--- config.mk ---
export PLATFORM = sky130hd
export DESIGN_NAME = irq_ack_decoder_flat
export DESIGN_NICKNAME = d
export VERILOG_FILES = /design/src/rtl/irq_pkg.sv /design/src/rtl/irq_ack_decoder_if.sv /design/src/rtl/irq_ack_timer.sv /design/src/rtl/irq_ack_decoder.sv /design/src/flat_wrapper.sv
export SDC_FILE = /design/constraint.sdc
export NUM_CORES = 1
export LEC_CHECK = 0
export CORE_ASPECT_RATIO = 2
export CORE_MARGIN = 4
export CORE_UTILIZATION = 35
export DETAILED_ROUTE_END_ITERATION = 8
export SLEW_MARGIN = 0
export SYNTH_ARGS = -nofsm -noshare
export SYNTH_HDL_FRONTEND = slang
export SYNTH_HIERARCHICAL = 1
export SYNTH_SLANG_ARGS = --single-unit
--- constraint.sdc ---
create_clock -name clk -period 2.7 [get_ports clk]
set_input_delay 0.405 -clock clk [delete_from_list [all_inputs] [get_ports clk]]
set_output_delay 0.405 -clock clk [all_outputs]
set_load 0.03 [all_outputs]
--- src/rtl/irq_pkg.sv ---
// ---------------------------------------------------------------------------
// irq_pkg
// Shared definitions for the interrupt acknowledge decoder:
//   - default bus/channel geometry of the 27-channel controller
//   - bus code constants (A has the highest priority)
//   - FSM state encoding
//   - helpers that turn an encoded grant into a flat request index and
//     decide whether a grant code is legal
// ---------------------------------------------------------------------------
package irq_pkg;

  localparam int NUM_BUS_DEF = 3;
  localparam int NUM_CH_DEF  = 9;

  localparam logic [1:0] BUS_A = 2'd0;
  localparam logic [1:0] BUS_B = 2'd1;
  localparam logic [1:0] BUS_C = 2'd2;

  typedef enum logic [1:0] {
    IDLE    = 2'd0,
    ACK     = 2'd1,
    RELEASE = 2'd2
  } state_t;

  // Flat request index bus*num_ch + ch, truncated to 5 bits. Illegal codes
  // can produce indices beyond the request vector; callers must qualify the
  // result with code_legal before using it to address req/ack.
  function automatic logic [4:0] calc_idx(input logic [1:0] bus,
                                          input logic [3:0] ch,
                                          input int         num_ch);
    int sum;
    sum = int'(bus) * num_ch + int'(ch);
    return sum[4:0];
  endfunction

  function automatic logic code_legal(input logic [1:0] bus,
                                      input logic [3:0] ch,
                                      input int         num_bus,
                                      input int         num_ch);
    return (int'(bus) < num_bus) && (int'(ch) < num_ch);
  endfunction

endpackage

--- src/rtl/irq_ack_decoder_if.sv ---
// ---------------------------------------------------------------------------
// irq_ack_decoder_if
// Encoded grant handshake between the priority controller (master) and the
// acknowledge decoder (slave).
//   grant_valid : master -> slave, encoded grant present
//   grant_bus   : master -> slave, bus code (0=A, 1=B, 2=C)
//   grant_ch    : master -> slave, channel code within the bus
//   grant_ready : slave  -> master, decoder can take a grant this cycle
// A grant transfers on a rising clock edge with grant_valid && grant_ready.
// ---------------------------------------------------------------------------
interface irq_ack_decoder_if;

  logic       grant_valid;
  logic       grant_ready;
  logic [1:0] grant_bus;
  logic [3:0] grant_ch;

  modport master (
    output grant_valid,
    output grant_bus,
    output grant_ch,
    input  grant_ready
  );

  modport slave (
    input  grant_valid,
    input  grant_bus,
    input  grant_ch,
    output grant_ready
  );

endinterface

--- src/rtl/irq_ack_timer.sv ---
// ---------------------------------------------------------------------------
// irq_ack_timer
// Counts how long an acknowledge has been held. The count is forced to zero
// while clear is high and advances by one on each enabled cycle. terminal is
// high while the count sits at TIMEOUT-1, i.e. during the last cycle an ack
// may be held. TIMEOUT == 0 disables the terminal flag entirely.
//   clk      : clock, rising edge
//   reset    : asynchronous, active-low reset
//   clear    : synchronous clear, wins over enable
//   enable   : advance the count
//   terminal : count == TIMEOUT-1 (never set when TIMEOUT == 0)
// ---------------------------------------------------------------------------
module irq_ack_timer #(
  parameter int TIMEOUT = 255
) (
  input  logic clk,
  input  logic reset,
  input  logic clear,
  input  logic enable,
  output logic terminal
);

  // Width only needs to reach TIMEOUT-1, since the owner leaves the counting
  // state on the terminal cycle.
  localparam int CW   = (TIMEOUT > 2) ? $clog2(TIMEOUT) : 1;
  localparam int TERM = (TIMEOUT > 0) ? (TIMEOUT - 1) : 0;

  logic [CW-1:0] count;

  always_ff @(posedge clk or negedge reset) begin
    if (!reset) begin
      count <= '0;
    end else if (clear) begin
      count <= '0;
    end else if (enable) begin
      count <= count + CW'(1);
    end
  end

  generate
    if (TIMEOUT == 0) begin : g_no_timeout
      assign terminal = 1'b0;
    end else begin : g_timeout
      assign terminal = (count == CW'(TERM));
    end
  endgenerate

endmodule

--- src/rtl/irq_ack_decoder.sv ---
// ---------------------------------------------------------------------------
// irq_ack_decoder
// Acknowledge side of the 27-channel priority interrupt controller. Decodes
// an accepted encoded grant into a one-hot, registered acknowledge toward the
// requesting channel and holds it until that channel drops its request (or
// the hold timer expires). Illegal codes, spurious grants and timeouts are
// flagged with one-cycle pulses; completed handshakes are counted.
//   clk          : clock, rising edge
//   reset        : asynchronous, active-low reset
//   host         : grant handshake (slave side: valid/bus/ch in, ready out)
//   req          : live request lines, bit index = bus*NUM_CH + ch
//   ack          : one-hot acknowledge, registered
//   busy         : high while in ACK or RELEASE
//   err_illegal  : pulse, accepted grant had bus >= NUM_BUS or ch >= NUM_CH
//   err_spurious : pulse, legal grant but the addressed request was low
//   err_timeout  : pulse, ack held TIMEOUT cycles without release
//   service_cnt  : completed handshakes, saturating
// ---------------------------------------------------------------------------
module irq_ack_decoder
  import irq_pkg::*;
#(
  parameter int NUM_BUS = NUM_BUS_DEF,
  parameter int NUM_CH  = NUM_CH_DEF,
  parameter int TIMEOUT = 255,
  parameter int CNT_W   = 16
) (
  input  logic                       clk,
  input  logic                       reset,
  irq_ack_decoder_if.slave           host,
  input  logic [NUM_BUS*NUM_CH-1:0]  req,
  output logic [NUM_BUS*NUM_CH-1:0]  ack,
  output logic                       busy,
  output logic                       err_illegal,
  output logic                       err_spurious,
  output logic                       err_timeout,
  output logic [CNT_W-1:0]           service_cnt
);

  localparam int ACK_W = NUM_BUS * NUM_CH;

  state_t     state;
  state_t     state_next;
  logic [4:0] idx_q;

  logic [4:0] grant_idx;
  logic       accept;
  logic       legal;
  logic       hit;
  logic       start;
  logic       held_req;
  logic       release_now;
  logic       timeout_now;
  logic       timer_terminal;

  // Ready is the only output decoded straight from state; everything else
  // leaves the block through a flop.
  assign host.grant_ready = (state == IDLE);

  // Grant decode. hit is qualified with legal so an out-of-range index never
  // addresses the request vector.
  assign grant_idx = calc_idx(host.grant_bus, host.grant_ch, NUM_CH);
  assign legal     = code_legal(host.grant_bus, host.grant_ch, NUM_BUS, NUM_CH);
  assign accept    = host.grant_valid && (state == IDLE);
  assign hit       = legal && req[grant_idx];
  assign start     = accept && hit;

  // Only the latched channel's request matters while acknowledging; other
  // request bits are free to toggle without disturbing the ack.
  assign held_req    = req[idx_q];
  assign release_now = (state == ACK) && !held_req;
  assign timeout_now = (state == ACK) && held_req && timer_terminal;

  // Hold timer: sits at zero outside ACK so every handshake starts fresh.
  irq_ack_timer #(
    .TIMEOUT (TIMEOUT)
  ) u_timer (
    .clk      (clk),
    .reset    (reset),
    .clear    (state != ACK),
    .enable   (state == ACK),
    .terminal (timer_terminal)
  );

  // Next-state logic. RELEASE always lasts exactly one cycle to guarantee a
  // minimum gap between successive acknowledges.
  always_comb begin
    state_next = state;
    case (state)
      IDLE: begin
        if (start) begin
          state_next = ACK;
        end
      end
      ACK: begin
        if (release_now || timeout_now) begin
          state_next = RELEASE;
        end
      end
      RELEASE: begin
        state_next = IDLE;
      end
      default: begin
        state_next = IDLE;
      end
    endcase
  end

  // State, latched index, registered outputs and the saturating service
  // counter. A release that coincides with the terminal timer cycle counts
  // as a normal completion because timeout_now requires the request high.
  always_ff @(posedge clk or negedge reset) begin
    if (!reset) begin
      state        <= IDLE;
      idx_q        <= '0;
      ack          <= '0;
      busy         <= 1'b0;
      err_illegal  <= 1'b0;
      err_spurious <= 1'b0;
      err_timeout  <= 1'b0;
      service_cnt  <= '0;
    end else begin
      state        <= state_next;
      busy         <= (state_next != IDLE);
      err_illegal  <= accept && !legal;
      err_spurious <= accept && legal && !hit;
      err_timeout  <= timeout_now;

      if (start) begin
        idx_q <= grant_idx;
        ack   <= ACK_W'(1) << grant_idx;
      end else if (release_now || timeout_now) begin
        ack <= '0;
      end

      if (release_now && (service_cnt != {CNT_W{1'b1}})) begin
        service_cnt <= service_cnt + CNT_W'(1);
      end
    end
  end

endmodule

--- src/flat_wrapper.sv ---
// flat-port wrapper written by rule: the top's interface ports become plain ports
module irq_ack_decoder_flat import irq_pkg::*;
#(
  parameter int NUM_BUS = NUM_BUS_DEF,
  parameter int NUM_CH  = NUM_CH_DEF,
  parameter int TIMEOUT = 255,
  parameter int CNT_W   = 16
)
  (clk, reset, req, ack, busy, err_illegal, err_spurious, err_timeout, service_cnt, host_grant_valid, host_grant_bus, host_grant_ch, host_grant_ready);
  irq_ack_decoder_if host_i ();
  input  logic clk;
  input  logic reset;
  input  logic [NUM_BUS*NUM_CH-1:0] req;
  output logic [NUM_BUS*NUM_CH-1:0] ack;
  output logic busy;
  output logic err_illegal;
  output logic err_spurious;
  output logic err_timeout;
  output logic [CNT_W-1:0] service_cnt;
  input wire logic [$bits(host_i.grant_valid)-1:0] host_grant_valid;
  input wire logic [$bits(host_i.grant_bus)-1:0] host_grant_bus;
  input wire logic [$bits(host_i.grant_ch)-1:0] host_grant_ch;
  output wire logic [$bits(host_i.grant_ready)-1:0] host_grant_ready;
  assign host_i.grant_valid = host_grant_valid;
  assign host_i.grant_bus = host_grant_bus;
  assign host_i.grant_ch = host_grant_ch;
  assign host_grant_ready = host_i.grant_ready;
  irq_ack_decoder #(.NUM_BUS(NUM_BUS), .NUM_CH(NUM_CH), .TIMEOUT(TIMEOUT), .CNT_W(CNT_W)) u_core (.clk(clk), .reset(reset), .host(host_i), .req(req), .ack(ack), .busy(busy), .err_illegal(err_illegal), .err_spurious(err_spurious), .err_timeout(err_timeout), .service_cnt(service_cnt));
endmodule
==> summary.md <==
| Metric | Value |
|---|---|
| Global-route wire length before repair | `16500 microns` |
| Clock latency on the worst-skew pair | `0.33 ns` |
| Synth cell types | `56` |
| Sequential area share after synthesis | `0.4441` |
| Ports | `84` |
| RSZ-0062 raised after global routing | `yes` |
| Die X | `78.65 microns` |
| Initial antenna violation count | `0` |
| Multi-input gate area | `1892 sq um` |
| Fin area | `5254 sq um` |
| Fin worst setup slack | `-0.1327 ns` |
| DR iter-0 viols | `201` |
| Critical path's most frequent cell | `ha_4` |
| Required time worst endpoint | `2.92 ns` |
| Actual slew at the worst max-slew pin | `0.5393 ns` |
| Adder-Cell Fraction of Synth Area | `0.03438` |
| Placed Cells | `553` |
| Setup TNS Final | `-2.961 ns` |
| Final min period | `2.833 ns` |
| Layout area overhead | `50.39%` |
| Register area | `1551 sq um` |
| CTS root buffer | `clkbuf_16` |
| Vias | `3046` |
| # diodes | `0` |
| Top post-synthesis cells by area | `dfrtp_1 (44%), mux4_2 (4.5%), a32o_1 (4.0%)` |
| Post-synthesis async set-or-reset flop share | `1.000` |
| Largest family of logic cells by synthesized area | `simple AND/OR/NAND/NOR gates` |
| Finished Layout Cells | `581` |
| Startpoint types | `input port` |
| Slew headroom | `0.6377` |
| Pleak | `2.246 nW` |
| I/O Buffers | `83` |
| Hold crit path type | `input port to asynchronous set/reset pin` |
| Post-synthesis simple-gate area fraction | `0.1665` |
| CP Class | `input port to flop` |
| CTS tree | `yes` |
| Top FF cell, synth | `dfrtp_1` |
| DRT antenna net count | `0` |
| Pre-antenna DRT Iters | `4` |
| Mapped Cells | `310` |
| Vias per cell | `5.243` |
| Total GRT Usage | `0.1846` |
| Share of the synthesized area in the top cell type | `0.4441` |
| Final wirelength | `10310 microns` |
| Core area | `9763 sq um` |
| Multiplexer share of the synthesized area | `0.1032` |
| Vias in the first global route | `3231` |
| Clk buf depth | `2` |
| Average size of a mapped cell | `11.27 sq um` |
| Most common cell after layout, fill and taps aside | `clkdlybuf4s50_1` |
| Critical Path Fanout Max | `7` |
| Pwr dens | `774.7 nW/um^2` |
| Post-synthesis cell area | `3493 sq um` |
| Mapped Nets | `355` |
| Period Utilization, post-route | `1.049` |
| Largest net degree at the start of global routing | `26` |
| Register bit total from synthesis | `62` |
| Die span in y | `149.3 microns` |
| Initial core utilization | `0.3578` |
| MaxCap Viol Count | `0` |
| GP Congestion | `0.8186` |
| Violated checks | `setup timing` |
| Arr. time, crit path | `3.05 ns` |
| Cell Chain, Critical Path | `buf_8 -> ha_4 -> ha_4 -> fa_2 -> xor2_4 -> mux4_2 -> a22oi_2 -> buf_4 -> a211o_4 -> a21oi_4 -> buf_12 -> a32o_1` |
| Area leader, netlist | `dfrtp_1` |
| Endpoints failing setup | `30` |
| Outcome | `complete, but fails checks` |
| Synth warn | `6` |
| Reg clk slew, reported paths | `0.05 ns` |
| Worst path max stage delay | `0.40 ns` |
| CP endpoint kind | `flop` |
| Grt total ovfl | `0` |
| Layout filler cell count | `855` |
| CP max-delay cell | `fa_2` |
| Post-DR wirelength/cell | `17.75 microns` |
| HPWL reported at the end of detailed placement | `7838 microns` |
| Count of clock tree sinks | `62` |
| Final Skew | `0.008906 ns` |
| Post-Synth XOR/XNOR Area | `0.05802` |
| Placement Cell Area | `4802 sq um` |
| Peak VDD IR | `0.5354 mV` |
| Die area | `11740 sq um` |
| H-tree levels | `3` |
| Share of cells above drive strength 1 | `0.2405` |
| Most frequent cells in the layout | `clkdlybuf4s50_1 (78), dfrtp_1 (62), buf_4 (48)` |
| Post-synth EDFFs | `0` |
| Fmax | `0.3530 GHz` |
| Inserted Clock Buffers | `9` |
| Final hold vios | `0` |
| Slew Viols, Final | `0` |
| Post-synthesis compound-gate area fraction | `0.1608` |
| DRC violations left | `0` |
| Std-Cell Rows | `51` |
| Layout Nets | `489` |
[worst paths after layout]
check | from | to | slack [ns] | cells past startpoint
hold reg to reg | u_core/service_cnt[15] | u_core/service_cnt[15] | 0.48 | 1
hold / removal | reset | u_core/ack[6] | 0.06 | 1
setup / recovery | host_grant_ch[1] | u_core/ack[1] | -0.13 | 12
max in group asynchronous | reset | u_core/service_cnt[5] | 1.95 | 2
min in group clk | u_core/service_cnt[15] | u_core/service_cnt[15] | 0.48 | 1
setup reg to reg | u_core/idx_q[2] | u_core/service_cnt[1] | 0.25 | 7
[through the flow]
step / total power, mW / worst slack, ns / hold WS (ns) / utilization
2_1_floorplan: 2.237 / -0.2869 / 0.1094 / -
3_3_place_gp: 2.812 / -0.8257 / 0.4240 / 0.4919
3_5_place_dp: 2.841 / -0.8737 / 0.4242 / 0.4919
4_1_cts: 4.106 / -0.1079 / 0.06926 / 0.5368
5_1_grt: 4.301 / -0.2168 / 0.1013 / 0.5381
6_report: 4.070 / -0.1327 / 0.05595 / 0.5381
[cell usage after synthesis, types with 8 or more instances]
master     n
dfrtp_1   62
nor2_1    25
nand2_1   16
xnor2_1   16
a32o_1    14
nand3_1   13
mux2i_1   12
a22o_1    11
nand4_1   11
and3_1     9
clkbuf_1   9
a21oi_1    8
ha_1       8
[power breakdown]
| group | leakage [nW] | internal, mW | switching (mW) |
|---|---|---|---|
| combinational | 1.27 | 0.828 | 0.897 |
| sequential | 0.844 | 1.07 | 0.162 |
| clock | 0.134 | 0.709 | 0.401 |
| total | 2.25 | 2.61 | 1.46 |
[critical path: cells and delay by family]
kind / cells / cell delay (ns)
fa+ha+maj: 3 / 0.80
compound gates: 4 / 0.77
xor+xnor: 1 / 0.26
buf+inv: 3 / 0.43
mux: 1 / 0.37
[sequential cells by signal, indices dropped and copies added (netlist names)]
name and count:
u_core/ack 27, u_core/busy 1, u_core/err_illegal 1, u_core/err_spurious 1
u_core/err_timeout 1, u_core/idx_q 5, u_core/service_cnt 16, u_core/state 2
u_core/u_timer/count 8
[what timing repair did]
action,CTS,global route
endpoints found under the hold margin,0,0
pin swaps,16,3
cloned,2,0
gates resized for setup,28,3
setup endpoints to repair,35,34
buffers inserted,11,1
hold buffers,0,0
[cells by family (layout without fill, tap and decap cells)]
logic type,Yosys count,after routing
buffers and inverters,23,162
AOI/OAI and AO/OA,62,62
muxes,25,25
DFF,62,62
and+or+nand+nor,108,108
xor gates and xnor gates,21,21
adders and majority gates,9,9
[layout make-up]
class / instances / share of cell area
inverter: 6 / 0.004287
tap: 132 / 0.03144
clock inverter: 6 / 0.01191
clock buffer: 10 / 0.04358
sequential: 62 / 0.2953
multi-input combinational: 225 / 0.3601
timing repair buffer: 140 / 0.2534
[metal layers]
metal | global-route usage | vias to the layer above | wire, microns
met5 | 0 | - | 0
met4 | 0.08231 | 0 | 305
met3 | 0.03386 | 18 | 222
met2 | 0.3573 | 58 | 6142
met1 | 0.1852 | 1527 | 3644
li1 | - | 1443 | -
Note: power is estimated with default switching activity, not from simulation.
==> variant: new RTL, same flow settings <==
Reset style: synchronous (`reset`), changed in 2 clocked blocks. Comments in the files are not updated.
--- a/src/rtl/irq_ack_timer.sv
+++ b/src/rtl/irq_ack_timer.sv
@@ -27,7 +27,7 @@
 
   logic [CW-1:0] count;
 
-  always_ff @(posedge clk or negedge reset) begin
+  always_ff @(posedge clk) begin
     if (!reset) begin
       count <= '0;
     end else if (clear) begin
--- a/src/rtl/irq_ack_decoder.sv
+++ b/src/rtl/irq_ack_decoder.sv
@@ -108,7 +108,7 @@
   // State, latched index, registered outputs and the saturating service
   // counter. A release that coincides with the terminal timer cycle counts
   // as a normal completion because timeout_now requires the request high.
-  always_ff @(posedge clk or negedge reset) begin
+  always_ff @(posedge clk) begin
     if (!reset) begin
       state        <= IDLE;
       idx_q        <= '0;
Check against the original RTL: differs if reset is asserted again (counterexample within 4 cycles, from zero or initial values and one cycle with reset low); with reset held inactive, the same outputs for 10 cycles.
==> variant against the unedited design <==
- final area down 7.2%
- register-to-register slack got worse by 30 ps
- critical path type unchanged
- sequential cell count is the same
- routed wire length shrank 4.8%
- critical path depth unchanged
- clock skew is 1.8 ps higher
- setup slack better by 250 ps
- area after synthesis decreased by 7.3%
- count of clock-buffer cells in the layout unchanged
Power is not compared: it rests on default switching activity, and its combinational part moved more than twofold at a synthesized area within 25%.
==> variant: results (changes against the unedited design) <==
| Metric | Value |
|---|---|
| Detail Placement HPWL | 7400 µm (-5.6%) |
| Post-CTS Setup Bufs | 1 (-10) |
| Sequential-to-total area share from yosys stat | 0.383 (-0.0607) |
| Synth Area in Compound Gates | 0.209 (+0.0479) |
| Clock Skews | 10.7 ps (+1.77 ps) |
| Largest net degree at the start of global routing | 22 (-15%) |
| R2r startpoint | u_core/idx_q[2]$_SDFFE_PN0P_ |
| Global-route wire length before repair | 16100 µm (-2.7%) |
| Layout filler cell count | 810 (-5.3%) |
| Worst EP arrival | 2830 ps (-220 ps) |
| Hold WS | 459 ps (+403 ps) |
| Synth Area in Adders | 0.0371 (+0.00272) |
| Class of the worst hold path | register to register |
| Routed WL | 9820 µm (-4.8%) |
| Status | complete, no violations |
| Vias in the first global route | 3175 (-1.7%) |
| DR pass1 iterations | 5 (+1) |
| Terminus of the critical flop-to-flop path | u_core/service_cnt[3]$_SDFFE_PN0P_ |
| Setup slack after layout | 117 ps (+250 ps) |
| DP Area | 0.00438 mm² (-8.8%) |
| Placed Instances | 535 (-3.3%) |
| Routability cong. | 0.791 (-3.4%) |
| Worst setup path endpoint | u_core/ack[2]$_SDFFE_PN0P_ |
| Ys async rst share | 0 (-1.00) |
| Setup crit start | host_grant_bus[1] |
| Top post-synthesis cells by count | dfxtp_1 (62), nand3_1 (33), o2bb2ai_1 (27) |
| Total GRT Usage | 0.184 (-0.00115) |
variant: cell count changes in the layout (fill, tap and decap cells not counted), moves of 11 or more:
| cell | before | now |
|---|---|---|
| a32o_1 | 14 | 0 |
| dfxtp_1 | 0 | 62 |
| dfrtp_1 | 62 | 0 |
| a21oi_1 | 8 | 19 |
| o2bb2ai_1 | 0 | 27 |
| xnor2_1 | 16 | 2 |
| nand3_1 | 13 | 29 |
variant: cell type report:
class                           count  share of cell area
Sequential cell                    62               0.255
Multi-Input combinational cell    245               0.402
Tap cell                          102              0.0262
Clock inverter                      6              0.0141
Clock buffer                       10              0.0490
Inverter                            9             0.00745
Timing Repair Buffer              127               0.246
variant: layer usage:
metal	part of all wire	track usage	vias to the layer above
li1	-	-	1525
met1	0.36	0.188	1482
met2	0.57	0.350	94
met3	0.040	0.0355	20
met4	0.030	0.0882	0
met5	0	0	-
